**src/rtl/systolic_operand_feeder.sv**
```systemverilog
// systolic_operand_feeder: holds A and B for the 3x3 MAC array and
// sequences clear, k-slice streaming and drain for one C = A x B run.
module systolic_operand_feeder #(
  parameter int DW           = 32,
  parameter int CLR_CYCLES   = 4,
  parameter int DRAIN_CYCLES = 4
) (
  input  logic          clk,
  input  logic          rst,
  input  logic          wr_en,
  input  logic          wr_sel,
  input  logic [1:0]    wr_row,
  input  logic [1:0]    wr_col,
  input  logic [DW-1:0] wr_data,
  input  logic          start,
  output logic          busy,
  output logic          done,
  output logic          mac_clr,
  output logic [DW-1:0] dataa1,
  output logic [DW-1:0] dataa2,
  output logic [DW-1:0] dataa3,
  output logic [DW-1:0] datab1,
  output logic [DW-1:0] datab2,
  output logic [DW-1:0] datab3
);

  localparam int MAX_A = (CLR_CYCLES > DRAIN_CYCLES) ?
                         CLR_CYCLES : DRAIN_CYCLES;
  localparam int MAXC  = (MAX_A > 3) ? MAX_A : 3;
  localparam int CW    = $clog2(MAXC + 1);

  typedef enum logic [1:0] {
    IDLE,
    CLEAR,
    STREAM,
    DRAIN
  } state_t;

  state_t        state;
  state_t        state_n;
  logic [CW-1:0] cnt;
  logic [CW-1:0] cnt_n;
  logic [1:0]    k_n;

  logic [DW-1:0] mem [2][3][3];

  assign k_n = cnt_n[1:0];

  // Matrix storage; frozen while a run is in flight
  always_ff @(posedge clk or posedge rst) begin
    if (rst) begin
      for (int s = 0; s < 2; s++)
        for (int r = 0; r < 3; r++)
          for (int c = 0; c < 3; c++)
            mem[s][r][c] <= '0;
    end else if (wr_en && !busy &&
                 wr_row != 2'd3 && wr_col != 2'd3) begin
      mem[wr_sel][wr_row][wr_col] <= wr_data;
    end
  end

  // Next state and phase counter (cnt doubles as k in STREAM)
  always_comb begin
    state_n = state;
    cnt_n   = cnt;
    unique case (state)
      IDLE: begin
        if (start) begin
          state_n = CLEAR;
          cnt_n   = '0;
        end
      end
      CLEAR: begin
        if (cnt == CW'(CLR_CYCLES - 1)) begin
          state_n = STREAM;
          cnt_n   = '0;
        end else begin
          cnt_n = cnt + 1'b1;
        end
      end
      STREAM: begin
        if (cnt == CW'(2)) begin
          state_n = DRAIN;
          cnt_n   = '0;
        end else begin
          cnt_n = cnt + 1'b1;
        end
      end
      DRAIN: begin
        if (cnt == CW'(DRAIN_CYCLES - 1)) begin
          state_n = IDLE;
          cnt_n   = '0;
        end else begin
          cnt_n = cnt + 1'b1;
        end
      end
      default: begin
        state_n = IDLE;
        cnt_n   = '0;
      end
    endcase
  end

  // Registered outputs are computed from the next state so that
  // mac_clr drops on the same edge the k=0 slice appears
  always_ff @(posedge clk or posedge rst) begin
    if (rst) begin
      state   <= IDLE;
      cnt     <= '0;
      busy    <= 1'b0;
      done    <= 1'b0;
      mac_clr <= 1'b0;
      dataa1  <= '0;
      dataa2  <= '0;
      dataa3  <= '0;
      datab1  <= '0;
      datab2  <= '0;
      datab3  <= '0;
    end else begin
      state   <= state_n;
      cnt     <= cnt_n;
      busy    <= (state_n != IDLE);
      done    <= (state == DRAIN) && (state_n == IDLE);
      mac_clr <= (state_n == CLEAR);
      if (state_n == STREAM) begin
        dataa1 <= mem[0][0][k_n];
        dataa2 <= mem[0][1][k_n];
        dataa3 <= mem[0][2][k_n];
        datab1 <= mem[1][k_n][0];
        datab2 <= mem[1][k_n][1];
        datab3 <= mem[1][k_n][2];
      end else begin
        dataa1 <= '0;
        dataa2 <= '0;
        dataa3 <= '0;
        datab1 <= '0;
        datab2 <= '0;
        datab3 <= '0;
      end
    end
  end

endmodule
```
**config.mk**
```make
export PLATFORM = sky130hd
export DESIGN_NAME = systolic_operand_feeder
export DESIGN_NICKNAME = d
export VERILOG_FILES = /design/src/rtl/systolic_operand_feeder.sv
export SDC_FILE = /design/constraint.sdc
export NUM_CORES = 2
export LEC_CHECK = 0
export CORE_MARGIN = 2
export CORE_UTILIZATION = 30
export DETAILED_ROUTE_END_ITERATION = 12
export HOLD_SLACK_MARGIN = 0.12
export MAX_ROUTING_LAYER = met4
export PLACE_DENSITY_LB_ADDON = 0.2
export SYNTH_ARGS = -nofsm -noshare
export SYNTH_HDL_FRONTEND = slang
export SYNTH_SLANG_ARGS = --single-unit
export TNS_END_PERCENT = 10
```
**constraint.sdc**
```tcl
create_clock -name clk -period 26.1 [get_ports clk]
set_input_delay 3.915 -clock clk [delete_from_list [all_inputs] [get_ports clk]]
set_output_delay 3.915 -clock clk [all_outputs]
set_load 0.02 [all_outputs]
```
==> metrics <==
Seq cells post-synth 776; ratio of cells with drive above 1 in the final layout 36.27%; ys flop type dfrtp_1; Sw Share 39.96%; Synthesized Nets 2727; main combinational cell family by area after synthesis multiplexers; Max-cap violations 0; Initial DRC Count 1594; Finished Cell Area 42230 um2; WL met2 54620 um; final worst slack 19.51 ns; setup TNS 0 ns; Comb pwr share 41.3%; Clock Sinks 776; final WL 122200 um; final core occ 35.25%; first-pass GRT wire length 181800 um; initial antenna violation count 9; TritonCTS buffer count 86; simple-gate share of the synthesized area 13.75%; placed cell area 39500 um2; sequential share of power 32.6%; largest buffer count on any clock path 3; Adder-Cell Fraction of Synth Area 0.1384%; cell count after synthesis 2682; post-synthesis sequential area ratio 53.69%; EDFF count, synth 0; Final Total Pwr 4.565 mW; clk root buf clkbuf_16; Int Power 2.741 mW; Syn Std Cell Area 36170 um2; Mapped Avg Cell Area 13.48 um2; period utilization 25.23%; area delta synth->final 16.77%; worst vdd ir 0.1836 mV; achievable frequency 151.9 MHz; Final Instance Count excl. Fillers 4422; worst hold slack 0.4796 ns; WL met1 57320 um; GRT overflow 0; cts hold-fix bufs 0; CTS tree done; Max-slew headroom 16.88%; Worst-Margin Slew 1.243 ns; Final Hold Fails 0; Core Region 119800 um2; Starting Density 30.19%; Post-Synth XOR/XNOR Area 0%; Pleak 17.88 nW; multiplexer share of the synthesized area 17.97%; dpl hpwl 64840 um; CTS HTree Levels 3; CP arrival 7.13 ns; nature of the critical path endpoint flop; Synth Area in Compound Gates 10.13%; quantity of gates resized following cts 0; post-route ant nets 0; asr flop ratio synth 100.0%; Crit Path Class primary input to flop; Synthesis Warnings 0; DR vias/cell 5.598; DP Worst Slack 18.89 ns; DR top layer met4; Hold WC Path Type flop to flop; outcome completed; Skew-Pair Late Insertion Delay 0.66 ns; post-placement cell count 4264; startpoint types primary input; DR vias 24753; post-synth cell types 34; Port-buffer cells 235; DRC viols 0; power per cell area 108.1 nW/um2; Worst-path clk slew 0.05 ns; row count 127; die height 351.2 um; met3 WL 7767 um; Psw 1.824 mW; chip width 351.2 um; WL per Instance 27.62 um; final setup violating endpoints 0; skew final 0.02717 ns; # IOs 236; number of setup buffers added after CTS 0; WP data required 26.64 ns; Final nets 2785; Die Area 123300 um2; First-pass DRT Iterations 5; gr usage total 20.20%; CP Max Fanout 65; RSZ-0062 raised after global routing false; Slew Viols, Final 0; maximum number of pins on one net before global-route repair 193; RD Place Congestion 0.7567; clock share of power 26.1%; crit path time final 6.585 ns; vias in the first global route 26155
## worst max-delay path, cell delays in order
cell,delay (ns)
clkdlybuf4s50_1,0.55
nor4b_4,0.09
a31oi_4,0.18
buf_4,0.85
buf_4,1.01
a211oi_2,0.16
nor3_1,0.26
## metal layers
metal / global-route usage [%] / vias to the layer above
met1: 28.27 / 13387
met4: 5.311 / 0
met5: - / -
met2: 29.81 / 759
li1: - / 10437
met3: 3.971 / 170
## placed cells by master, fill, tap and decap left out, drive strengths merged, types with 9 or more instances in the layout
cell type and instances:
a2111oi 192, clkdlybuf4s50 235, a211oi 192, nor3 386, clkbuf 125, dfrtp 776, nor4b 195, clkinv 18
nand2 19, mux2 577, diode 9, buf 39, inv 11
## final cells by class
type                    instances  area, um2
fillers                     11553      77580
inverters                       8      42.54
clock inverters                24      221.5
multi-input cells            1594      15300
repair buffers                274       2720
diodes                          9      22.52
flip-flops and latches        776      19420
well taps                    1612       2017
clock buffers                 125       2491
## sequential cells by signal (all words and copies together) (netlist names)
signal   count
busy         1
cnt          3
dataa1      32
dataa2      32
dataa3      32
datab1      32
datab2      32
datab3      32
done         1
mac_clr      1
mem        576
state        2
## path summary, 6_finish.rpt
check                           startpoint         end  slack [ns]  cells past startpoint
max in group asynchronous              rst    mem[206]       19.77                      4
worst min register to register    mem[112]    mem[112]        0.48                      1
worst max register to register      cnt[0]  dataa2[11]       20.81                      9
worst max-delay path                 start   dataa3[9]       19.51                      7
worst min-delay path              mem[112]    mem[112]        0.48                      1
min in group asynchronous              rst  datab1[19]        3.83                      2
## cells by family after synthesis
group | Yosys count
AO/OA/AOI/OAI | 389
adder cells (fa/ha/maj) | 4
buffers and inverters | 312
flip-flops | 776
multiplexers | 577
AND/OR/NAND/NOR | 624
## cell usage after synthesis, types with 8 or more instances
library cell    n  area share (%)
a2111oi_0     192             4.6
a211oi_1       92             1.9
a211oi_2      100             3.5
buf_2         110             1.5
buf_4          28            0.58
buf_6          20            0.62
clkbuf_1      140             1.5
dfrtp_1       776              54
inv_1           8           0.083
mux2_1         28            0.87
mux2_2        549              17
nand2_1        19            0.20
nor3_1        385             5.3
nor4b_1        23            0.56
nor4b_2       170             7.1
## power by group through the flow
stage               logic (mW)  registers [mW]  clock network, mW
floorplan                 1.24            1.54                  0
global placement          1.87            1.50                  0
detailed placement        1.88            1.51                  0
CTS                       1.89            1.49               1.23
global route              2.01            1.51               1.28
finish                    1.88            1.49               1.19
Note: power is estimated with default switching activity, not from simulation.
